File: src/rtl/stream_mux_n_1.sv
`default_nettype none
// ============================================================================
// Module  : stream_mux_n_1
// Brief   : N:1 registered valid/ready stream mux, fixed-select or round-robin.
//           Optional packet locking when MUX_PKT_LOCK_EN is defined.
// Revision: 1.0 - initial release
// ============================================================================
module stream_mux_n_1 #(
    parameter int WIDTH = 8,
    parameter int N     = 4
) (
    input  logic                   clk,
    input  logic                   rst,
    input  logic                   mode,
    input  logic [$clog2(N)-1:0]   sel,
    input  logic [N*WIDTH-1:0]     in_data,
    input  logic [N-1:0]           in_valid,
`ifdef MUX_PKT_LOCK_EN
    input  logic [N-1:0]           in_last,
    output logic                   out_last,
`endif
    output logic [N-1:0]           in_ready,
    output logic [WIDTH-1:0]       out_data,
    output logic                   out_valid,
    input  logic                   out_ready,
    output logic [$clog2(N)-1:0]   out_chan
);
    localparam int SEL_W = $clog2(N);

    logic [SEL_W-1:0] ptr_q, ptr_d;
    logic [SEL_W-1:0] out_chan_q, out_chan_d;
    logic [WIDTH-1:0] out_data_q, out_data_d;
    logic             out_valid_q, out_valid_d;

    logic             load_en;
    logic             rr_vld;
    logic [SEL_W-1:0] rr_gnt;
    logic             gnt_vld;
    logic [SEL_W-1:0] gnt;
    logic [WIDTH-1:0] gnt_data;
    logic             xfer;

`ifdef MUX_PKT_LOCK_EN
    typedef enum logic [0:0] {
        ST_IDLE   = 1'b0,
        ST_LOCKED = 1'b1
    } state_t;

    state_t           state_q, state_d;
    logic [SEL_W-1:0] lock_q, lock_d;
    logic             out_last_q, out_last_d;
    logic             gnt_last;
`endif

    assign load_en = !out_valid_q || out_ready;

    // Cyclic search starting just after the last-served channel.
    always_comb begin
        rr_vld = 1'b0;
        rr_gnt = '0;
        for (int k = 1; k <= N; k++) begin
            if (!rr_vld && in_valid[(int'(ptr_q) + k) % N]) begin
                rr_vld = 1'b1;
                rr_gnt = SEL_W'((int'(ptr_q) + k) % N);
            end
        end
    end

    always_comb begin
        gnt     = sel;
        gnt_vld = (int'(sel) < N);
        if (mode) begin
            gnt     = rr_gnt;
            gnt_vld = rr_vld;
        end
`ifdef MUX_PKT_LOCK_EN
        if (state_q == ST_LOCKED) begin
            gnt     = lock_q;
            gnt_vld = 1'b1;
        end
`endif
    end

    always_comb begin
        in_ready = '0;
        gnt_data = '0;
`ifdef MUX_PKT_LOCK_EN
        gnt_last = 1'b0;
`endif
        for (int i = 0; i < N; i++) begin
            if (gnt == SEL_W'(i)) begin
                gnt_data    = in_data[i*WIDTH +: WIDTH];
                in_ready[i] = gnt_vld && load_en && !rst;
`ifdef MUX_PKT_LOCK_EN
                gnt_last    = in_last[i];
`endif
            end
        end
    end

    assign xfer = |(in_ready & in_valid);

    always_comb begin
        ptr_d       = ptr_q;
        out_chan_d  = out_chan_q;
        out_data_d  = out_data_q;
        out_valid_d = out_valid_q;
        if (xfer) begin
            ptr_d       = gnt;
            out_chan_d  = gnt;
            out_data_d  = gnt_data;
            out_valid_d = 1'b1;
        end else if (out_ready) begin
            out_valid_d = 1'b0;
        end
    end

`ifdef MUX_PKT_LOCK_EN
    always_comb begin
        state_d    = state_q;
        lock_d     = lock_q;
        out_last_d = out_last_q;
        if (xfer) begin
            out_last_d = gnt_last;
            case (state_q)
                ST_IDLE: begin
                    if (!gnt_last) begin
                        state_d = ST_LOCKED;
                        lock_d  = gnt;
                    end
                end
                ST_LOCKED: begin
                    if (gnt_last) begin
                        state_d = ST_IDLE;
                    end
                end
                default: state_d = ST_IDLE;
            endcase
        end
    end

    always_ff @(posedge clk) begin
        if (rst) begin
            state_q    <= ST_IDLE;
            lock_q     <= '0;
            out_last_q <= 1'b0;
        end else begin
            state_q    <= state_d;
            lock_q     <= lock_d;
            out_last_q <= out_last_d;
        end
    end

    assign out_last = out_last_q;
`endif

    // ptr resets to N-1 so channel 0 wins the first round-robin search.
    always_ff @(posedge clk) begin
        if (rst) begin
            ptr_q       <= SEL_W'(N - 1);
            out_chan_q  <= '0;
            out_data_q  <= '0;
            out_valid_q <= 1'b0;
        end else begin
            ptr_q       <= ptr_d;
            out_chan_q  <= out_chan_d;
            out_data_q  <= out_data_d;
            out_valid_q <= out_valid_d;
        end
    end

    assign out_data  = out_data_q;
    assign out_valid = out_valid_q;
    assign out_chan  = out_chan_q;

endmodule
`default_nettype wire

File: config.mk
export PLATFORM = sky130hd
export DESIGN_NAME = stream_mux_n_1
export DESIGN_NICKNAME = d
export VERILOG_FILES = /design/src/rtl/stream_mux_n_1.sv
export SDC_FILE = /design/constraint.sdc
export NUM_CORES = 1
export LEC_CHECK = 0
export CORE_MARGIN = 5
export CORE_UTILIZATION = 41
export CTS_CLUSTER_DIAMETER = 80
export DETAILED_ROUTE_END_ITERATION = 12
export HOLD_SLACK_MARGIN = 0.15
export PLACE_DENSITY = 0.84
export SLEW_MARGIN = 20
export SYNTH_ARGS = -nofsm -noshare
export SYNTH_HDL_FRONTEND = slang
export SYNTH_SLANG_ARGS = --single-unit
export TNS_END_PERCENT = 30
File: constraint.sdc
create_clock -name clk -period 5.15 [get_ports clk]
set_input_delay 1.545 -clock clk [delete_from_list [all_inputs] [get_ports clk]]
set_output_delay 1.545 -clock clk [all_outputs]
set_load 0.02 [all_outputs]
=== Word level (Yosys, flattened, before mapping) ===
Cells that the tools add are included.

* $add $sub $neg: 4
* Order comparisons: 4
* Equal/unequal tests: 3
* Muxes and demuxes: 32
* Bitwise logic cells: 5
* Reductions and logical operators: 18

{| class="wikitable"
|+ Operator list
! operator !! number
|-
| $mux 8 || 4
|-
| $mux 1 || 19
|-
| $lt 3x4->1 const B || 4
|-
| $mux 2 || 5
|-
| $bmux 1 s2 || 4
|-
| $reduce_or 2->1 || 4
|-
| $logic_and 1x1->1 || 5
|-
| $logic_not 1->1 || 5
|-
| $add 2x1->2 const B || 2
|-
| $add 2x2->2 const B || 2
|-
| $and 1x1->1 const A || 4
|-
| $and 4x4->4 || 1
|-
| $eq 2x2->1 const B || 2
|-
| $reduce_or 4->1 || 1
|-
| $eq 2x1->1 const B || 1
|-
| $logic_not 2->1 || 1
|-
| $reduce_bool 2->1 || 1
|-
| $logic_or 1x1->1 || 1
|}

* Register bits after elaboration: 13
* Bits of input ports: 42
* Output and inout bits: 15
* Logic and storage cells: 70

=== Logic depth before layout (Yosys ltp) ===
Gate-level depths: netlist (run 1).

* Depth in word-level cells: 23
* Mapped depth: 8
* Depth with buffers taken out: 6

=== Worst setup path before layout (run 1) ===
OpenSTA, ideal clock, no wires.

* Kind: input -> output
* Start: in in_valid[2]
* End: out in_ready[0]
* Data arrival time: 2.788 ns
* Data required time: 3.605 ns
* Path slack: 0.817 ns
* Cell stages on the path: 6
* Path buffers: 1
* Cell sequence: and3b_2 -> o2111ai_1 -> o221ai_1 -> clkbuf_1 -> nand2b_1 -> nor2_1

* Word-level cells in the longest chain between the ends: 17
* Elaborated cells on any way between the ends: 32
* Classes of those cells: 23 x mux; 9 x reduce/logical

{| class="wikitable"
|+ Ends and longest elaborated chain
! element !! line !! text
|-
| start, declared || 17 || <nowiki>input logic [N-1:0] in_valid,</nowiki>
|-
| $bmux 1 s2 || 62 || <nowiki>if (!rr_vld && in_valid[(int'(ptr_q) + k) % N]) begin</nowiki>
|-
| $mux 1 (implied by the code) (2 in a row) || 62 ||
|-
| $mux 1 || 62 ||
|-
| $logic_not 1->1 || 62 ||
|-
| $logic_and 1x1->1 || 62 ||
|-
| $mux 1 || 62 ||
|-
| $logic_not 1->1 || 62 ||
|-
| $logic_and 1x1->1 || 62 ||
|-
| $mux 1 || 62 ||
|-
| $logic_not 1->1 || 62 ||
|-
| $logic_and 1x1->1 || 62 ||
|-
| $mux 1 || 62 ||
|-
| $mux 1 || 72 || <nowiki>if (mode) begin</nowiki>
|-
| $logic_and 1x1->1 (2 in a row) || 93 || <nowiki>in_ready[i] = gnt_vld && load_en && !rst;</nowiki>
|-
| $mux 1 (*) || 91 || <nowiki>if (gnt == SEL_W'(i)) begin</nowiki>
|-
| end, declared || 22 || <nowiki>output logic [N-1:0] in_ready,</nowiki>
|}

Every way passes the cells marked *; elsewhere a longest branch is shown, timed or not. The select of a mux whose other input is x is not followed.

=== Worst setup path in the final report (run 1) ===
* Start: in in_valid[2]
* End: out in_ready[1]

Same word-level chain as after synthesis.

==> impl_metrics.yaml, run 1 <==
hold_path:
  holdCritPathClass: "register to register"
  hold_depth: 2
setup_path:
  cp-end-kind: "primary output"
  path_cells: "clkdlybuf4s50_1 -> and3b_2 -> o2111ai_1 -> o221ai_2 -> nand2b_1 -> nor2_1 -> dlygate4sd2_1"
  cpPeakStageDelay_ns: 0.52
  cp_max_fo: 5
  crit_arrival_ns: 3.44
  critical-path-slowest-cell: "clkdlybuf4s50_1"
  cp-start-kind: "primary input"
  worst_ep_required_time_ns: 3.61
  r2r_cells: 7
  critPathKind: "primary input to primary output"
clocking:
  cts_tree: "yes"
  path_clk_slew_ns: 0.08
  cts_buffers: 3
  clockBufferDepth: 2
  ctsHtreeMaxLevel: 1
  clock_tree.root_cell: "clkbuf_4"
  cts_sinks: 13
  cts-hold-fix-buffers: 0
  clkLatencyLatePin_ns: 0.30
timing:
  slew_headroom_pct: 60.7
  rsz0062_at_grt: "false"
  setup_viol: 0
  tns_ns: 0
  period_share_pct: 96.8
  period_needed_ns: 4.99
  hold-worst-slack_ns: 0.506
  skew_ns: 0.00167
  worst_pin_slew_ns: 0.582
  slew_violations: 0
  fmax_mhz: 201
  hold_viol: 0
logic_synthesis:
  ys_seq_area_share_pct: 24.6
  netlist_instances: 102
  ys_warn_count: 0
  synth_top_area_cell: "dfxtp_1"
  synth_nets: 144
  yosysUniqueCellTypes: 33
  async_flop_share_pct: 0
  synth-seq-cells: 13
  syn-mean-instance-area_um2: 10.4
  synth_area_leaders: "dfxtp_1 25%, mux4_1 17%, mux2_4 11%"
  synthFlopType: "dfxtp_1"
  syn_area_um2: 1060
  synth_top_area_share_pct: 24.6
  synth_edf_count: 0
die:
  start_util_pct: 42.6
  die_x_um: 60.8
  row_count: 18
  core_area_um2: 2480
  dieArea_um2: 3690
  ios: 57
  die_h_um: 60.8
run_status:
  status: "complete, no violations"
routing:
  antenna_left: 0
  vias: 1106
  first_pass_iters: 4
  viasPerCell: 5.56
  drt-initial-drc-count: 29
  wl_per_cell_um: 16.7
  drc: 0
  drt-total-wl_mm: 3.32
final_layout:
  final_common_cell: "clkdlybuf4s50_1"
  drive_above_1_share_pct: 20.7
  antennaDiodeCount: 0
  synthToLayoutAreaGrowth_pct: 65.2
  n_fill_cell: 184
  nNetsFinal: 212
  multi_input_area_um2: 744
  regArea_um2: 260
  final_cell_mix: "52 x clkdlybuf4s50_1, 13 x dfxtp_1, 12 x buf_4"
flow_run:
  drv_cap: 0
global_route:
  grt.total_usage_pct: 18.9
  grt_pass1_vias: 1122
  grt_pass1_wl_mm: 5.11
  grt_max_degree: 12
  overflow: 0
  antenna_found_initial: 0
power_and_ir_drop:
  powerDensity_nw_per_um2: 219
  p_leak_nw: 0.757
  worst_ir_drop_vdd_mv: 0.188
placement:
  hpwlAfterDp_mm: 2.71
  gp_congestion: 0.847
  port_buffers: 56
cell families after synthesis:
group / Yosys count / synth area share, %
simple gates: 34 / 18.1
compound gates: 26 / 18.6
mux: 17 / 31.9
flops: 13 / 24.6
buf+inv: 12 / 6.75
per-stage QoR:
step                      worst slack [ns]  util [%]  instances  total power [mW]  area [um2]
final                                0.164      70.4        199             0.382        1740
after global routing                0.0150      70.4        199             0.405        1740
after CTS                           0.0192      69.9        199             0.384        1730
after detailed placement            -0.162      68.6        195             0.312        1700
after global placement             -0.0195      68.6        195             0.306        1700
after floorplan                      0.817         -        102             0.228        1060
power breakdown:
group / internal [mW] / switching, mW / leakage [nW]
clock network: 0.0303 / 0.0394 / 0.0150
registers: 0.115 / 0.0106 / 0.107
logic: 0.111 / 0.0756 / 0.635
total: 0.257 / 0.126 / 0.757
repair_timing:
action | 4_1_cts | 5_1_grt
buffers inserted | 0 | 0
cloned | 0 | 0
endpoints found under the hold margin | 0 | 0
pin swaps | 0 | 0
resized for setup | 6 | 3
endpoints found under the setup margin | 4 | 3
layout make-up:
type,count,share of cell area [%]
clock buffers,4,1.51
flip-flops and latches,13,14.9
repair buffers,68,37.2
multi-input cells,77,42.7
well taps,30,2.15
inverters,7,1.51
synthesized netlist by cell type, drive strengths merged, types with 3 or more instances:
cell,n
a21oi,5
nor2,9
o21ai,5
dfxtp,13
nor2b,9
mux2,8
buf,3
inv,7
mux4,8
o31ai,3
nand2,4
nand2b,4
per-layer routing:
metal | wire length (um) | share of wire (%) | global-route usage [%]
met2 | 1830 | 55 | 35.0
met1 | 1260 | 38 | 20.5
met3 | 182 | 5.5 | 5.32
met5 | 0 | 0 | 0
met4 | 49 | 1.5 | 6.50
worst paths after layout:
| path | from | endpoint | slack (ns) |
|---|---|---|---|
| worst min-delay path | out_chan[1] | out_chan[1] | 0.51 |
| worst max register to register | ptr_q[1] | out_data[4] | 2.38 |
| worst min register to register | out_chan[1] | out_chan[1] | 0.51 |
| worst max-delay path | in_valid[2] | in_ready[1] | 0.16 |
worst max-delay path, delay by kind of cell:
family / cells / cell delay [ns]
AO/OA/AOI/OAI: 2 / 0.46
AND/OR/NAND/NOR: 3 / 0.57
buffers and inverters: 2 / 0.87
registers in the layout, summed over array words and instances, names as in the netlist:
name	flops
out_data	8
ptr_q	2
out_valid	1
out_chan	2
Power figures use the tool's default switching activity.
==> run 2: changes to the inputs <==
- MAX_ROUTING_LAYER: unset -> met4
==> run 2 against run 1 <==
Clock skew is essentially flat. Final cell count is the same. Sequential share of layout area is the same. Core utilization is the same. Flip-flop and latch count is the same. Count of clock-buffer cells in the layout is the same. Critical endpoint unchanged. First-iteration DRC count is the same. Routed wire length shrank 0.12%. Die area is the same.
==> impl_metrics.yaml, run 2 (synthesis gave the netlist of run 1 again) <==
routing:
  viasPerCell: 5.52
  drt-initial-drc-count: 29
  vias: 1099
  wl_per_cell_um: 16.7
  antenna_left: 0
  first_pass_iters: 6
  drc: 0
  drt-total-wl_mm: 3.32
setup_path:
  worst_ep_required_time_ns: 3.61
  critical-path-slowest-cell: "clkdlybuf4s50_1"
  crit_arrival_ns: 3.44
  cp-start-kind: "primary input"
  crit_family: "buffers and inverters"
  cpPeakStageDelay_ns: 0.52
  r2r_cells: 7
  cp_max_fo: 5
  r2r_start: "ptr_q[1]"
  crit_start: "in_valid[2]"
  cp-end-kind: "primary output"
  cp.depth: 7
  critPathKind: "primary input to primary output"
  path_cells: "clkdlybuf4s50_1 -> and3b_2 -> o2111ai_1 -> o221ai_2 -> nand2b_1 -> nor2_1 -> dlygate4sd2_1"
  cp_num_buf_inv: 2
placement:
  hpwlAfterDp_mm: 2.71
  port_buffers: 56
  gp_congestion: 0.861
  place_area_um2: 1700
die:
  ios: 57
  start_util_pct: 42.6
  dieArea_um2: 3690
  die_h_um: 60.8
  die_x_um: 60.8
  row_count: 18
  core_area_um2: 2480
run_status:
  status: "complete, no violations"
clocking:
  cts_buffers: 3
  clockBufferDepth: 2
  cts_tree: "yes"
  path_clk_slew_ns: 0.08
  clock_tree.root_cell: "clkbuf_4"
  cts-hold-fix-buffers: 0
  cts_sinks: 13
  clkLatencyLatePin_ns: 0.30
  ctsHtreeMaxLevel: 1
final_layout:
  nNetsFinal: 212
  antennaDiodeCount: 0
  largest_register_ffs: 8
  drive_above_1_share_pct: 20.7
  final_cell_mix: "52 x clkdlybuf4s50_1, 13 x dfxtp_1, 12 x buf_4"
  post-route-util_pct: 70.4
  synthToLayoutAreaGrowth_pct: 65.2
  fin_area_um2: 1740
  final_common_cell: "clkdlybuf4s50_1"
  n_fill_cell: 184
power_and_ir_drop:
  pwr-share-comb_pct: 48.7
  p_sw_share_pct: 33.0
  power.switching_mw: 0.127
  clock_power_share_pct: 18.4
  total_power_mw: 0.383
  powerDensity_nw_per_um2: 220
  internal_power_mw: 0.257
  p_leak_nw: 0.757
  seqPwrFrac_pct: 32.9
  worst_ir_drop_vdd_mv: 0.188
global_route:
  antenna_found_initial: 0
  overflow: 0
  grt_pass1_wl_mm: 5.10
  grt_pass1_vias: 1112
  grt_max_degree: 12
  grt.total_usage_pct: 19.6
timing:
  tns_ns: 0
  skew_ns: 0.00132
  hold_viol: 0
  rsz0062_at_grt: "false"
  period_needed_ns: 4.99
  fmax_mhz: 200
  setup_viol: 0
  slew_headroom_pct: 60.2
  worst_pin_slew_ns: 0.589
  period_share_pct: 96.9
  slew_violations: 0
hold_path:
  holdCritPathClass: "register to register"
  min_from: "out_chan[1]"
  hold_depth: 2
flow_run:
  drv_cap: 0
run 2: cell counts in the layout (fill, tap and decap cells not counted):
Identical to the previous run, type by type.
run 2: routing by layer:
metal / vias up / share of wire, % / GRT usage [%]
met3: 2 / 5.5 / 5.32
met1: 531 / 38 / 20.9
li1: 525 / - / -
met2: 41 / 56 / 35.0
met5: - / 0 / -
met4: 0 / 0.87 / 6.50
run 2: power groups by stage:
stage	Sequential, mW	Combinational (mW)	Clock (mW)
after floorplan	0.141	0.0871	0
after global routing	0.128	0.198	0.0786
after detailed placement	0.127	0.185	0
after CTS	0.126	0.186	0.0722
after global placement	0.127	0.180	0
final	0.126	0.187	0.0707
run 2: layout make-up:
type                       instances  area (um2)  share of cell area, %
clock buffer                       4        26.3                   1.51
tap                               30        37.5                   2.15
multi-input combinational         77         744                   42.7
timing repair buffer              68         649                   37.2
inverter                           7        26.3                   1.51
sequential                        13         260                   14.9
run 2: what timing repair did:
action / in CTS / in global routing
gates resized for setup: 6 / 3
setup buffers: 0 / 0
setup endpoints to repair: 4 / 3
run 2: worst reg2reg max path, cell delays in order (launching register included):
cell and delay (ns):
dfxtp_1 0.53, o21ai_0 0.19, a211oi_2 0.30, o221ai_2 0.18, buf_4 0.20, a211oi_1 0.39
or3_1 0.52, mux2_4 0.35
run 2: worst paths after layout:
check,endpoint,slack [ns]
setup / recovery,in_ready[1],0.16
hold / removal,out_chan[1],0.50
setup reg to reg,out_data[4],2.39
hold reg to reg,out_chan[1],0.50
run 2: metrics by stage:
stage	hold WS [ns]	setup WS, ns	cells
after global placement	0.472	-0.0195	195
after detailed placement	0.496	-0.162	195
after floorplan	0.524	0.817	102
final	0.505	0.161	199
after global routing	0.543	0.0150	199
after CTS	0.513	0.0192	199
==> run 3: changes to the inputs <==
- CAP_MARGIN: unset -> 25
- CORE_UTILIZATION: 41 -> 39
- PLACE_DENSITY: 0.84 -> 0.8
- SKIP_CTS_REPAIR_TIMING: unset -> 1
- clock period: 5.15 -> 4.97 ns (I/O delays scaled with it)
==> run 3 against run 2 <==
The flow now finishes with violations (negative setup slack). Worst hold slack got worse by 0.029 ns. Routed wire length fell by 3.4%. Via count fell by 1.5%. Final cell count rose by 0.50%. Final area rose by 0.65%. Critical path type unchanged. Critical endpoint is now in_ready[3]. Largest power group unchanged.
==> impl_metrics.yaml, run 3 (synthesis gave the netlist of run 1 again) <==
timing:
  rsz0062_at_grt: "true"
  setup_slack_ns: -0.0726
  setup_viol: 1
  slew_headroom_pct: 64.4
  period_needed_ns: 5.04
  slew_violations: 0
  worst_pin_slew_ns: 0.527
  hold_viol: 0
  skew_ns: 0.00360
  period_share_pct: 101
  fmax_mhz: 198
clocking:
  ctsHtreeMaxLevel: 1
  cts_buffers: 3
  cts_sinks: 13
  path_clk_slew_ns: 0.07
  clkLatencyLatePin_ns: 0.27
  clockBufferDepth: 2
  clock_tree.root_cell: "clkbuf_4"
  cts_tree: "yes"
hold_path:
  hold_depth: 2
  holdCritPathClass: "register to register"
setup_path:
  crit_family: "buffers and inverters"
  r2r_cells: 7
  cp-start-kind: "primary input"
  cp_num_buf_inv: 3
  worst_ep_required_time_ns: 3.48
  regToRegSetupSlack_ns: 2.21
  cpPeakStageDelay_ns: 0.61
  cp-end-kind: "primary output"
  crit_arrival_ns: 3.55
  critPathKind: "primary input to primary output"
  cpMostUsedCell: "clkdlybuf4s50_1"
  critical-path-slowest-cell: "clkdlybuf4s50_1"
  cp.depth: 8
  path_cells: "clkdlybuf4s50_1 -> buf_4 -> nand2b_1 -> a21oi_1 -> o311ai_2 -> a21boi_2 -> nor2_1 -> clkdlybuf4s50_1"
  cp_max_fo: 5
flow_run:
  drv_cap: 0
routing:
  drt-initial-drc-count: 36
  wl_per_cell_um: 16.0
  antenna_left: 0
  viasPerCell: 5.41
  first_pass_iters: 4
  drt-total-wl_mm: 3.20
  vias: 1082
  drc: 0
final_layout:
  largest_register_ffs: 8
  drive_above_1_share_pct: 20.6
  final_cells: 200
  final_cell_mix: "53 x clkdlybuf4s50_1, 13 x dfxtp_1, 13 x buf_4"
  regArea_um2: 260
  antennaDiodeCount: 0
  multi_input_area_um2: 739
  synthToLayoutAreaGrowth_pct: 66.2
  nNetsFinal: 213
  fin_area_um2: 1760
  n_fill_cell: 201
  final_common_cell: "clkdlybuf4s50_1"
global_route:
  grt_max_degree: 12
  grt_pass1_wl_mm: 4.96
  antenna_found_initial: 0
  grt.total_usage_pct: 18.0
  grt_pass1_vias: 1123
  overflow: 0
placement:
  dp.cells: 196
  port_buffers: 56
  hpwlAfterDp_mm: 2.69
  place_area_um2: 1710
  gp_congestion: 0.932
  preCtsSetupSlack_ns: -0.237
power_and_ir_drop:
  powerDensity_nw_per_um2: 221
  worst_ir_drop_vdd_mv: 0.217
  p_leak_nw: 0.780
die:
  dieArea_um2: 3850
  ios: 57
  row_count: 18
  die_h_um: 62.0
  start_util_pct: 41.9
  core_area_um2: 2520
  die_x_um: 62.0
run_status:
  violations: "negative setup slack"
  status: "finished with violations"
## run 3: cell types whose count changed in the layout (fill, tap and decap cells not counted)
cell	delta
a211oi_1	+1
a211oi_2	-1
buf_4	+1
clkdlybuf4s50_1	+1
dlygate4sd2_1	-3
dlymetal6s2s_1	+2
## run 3: worst min-delay path: stages (launching register included)
cell and delay, ns:
dfxtp_1 0.31, o31ai_1 0.06, a21oi_1 0.06
## run 3: cell type report
class,instances,area share [%]
Tap cell,30,2.14
Clock buffer,4,1.50
Inverter,7,1.50
Sequential cell,13,14.8
Timing Repair Buffer,69,37.9
Multi-Input combinational cell,77,42.1
## run 3: per-layer routing
layer  wire, um  share of wire, %  GRT usage (%)
met3        219               6.8           4.55
met5          0                 0              -
met4         34               1.1           5.76
met2       1660                52           29.1
met1       1300                40           21.9
## run 3: per-stage QoR
step	TNS (ns)	hold WS, ns	power, mW	utilization (%)
4_1_cts	-0.869	0.478	0.388	68.7
3_5_place_dp	-0.795	0.467	0.324	67.7
2_1_floorplan	0	0.524	0.236	-
5_1_grt	-0.223	0.503	0.413	69.6
3_3_place_gp	-0.620	0.458	0.320	67.7
6_report	-0.0726	0.476	0.388	69.6
## run 3: path summary, 6_finish.rpt
path | end | from
worst min register to register | out_chan[0] | out_chan[0]
worst max-delay path | in_ready[3] | in_valid[2]
worst max register to register | out_data[7] | ptr_q[1]
worst min-delay path | out_chan[0] | out_chan[0]
## run 3: power by group
part	leakage [nW]	switching [mW]	internal [mW]
combinational	0.658	0.0774	0.116
sequential	0.107	0.0113	0.120
clock	0.0150	0.0324	0.0311
total	0.780	0.121	0.267
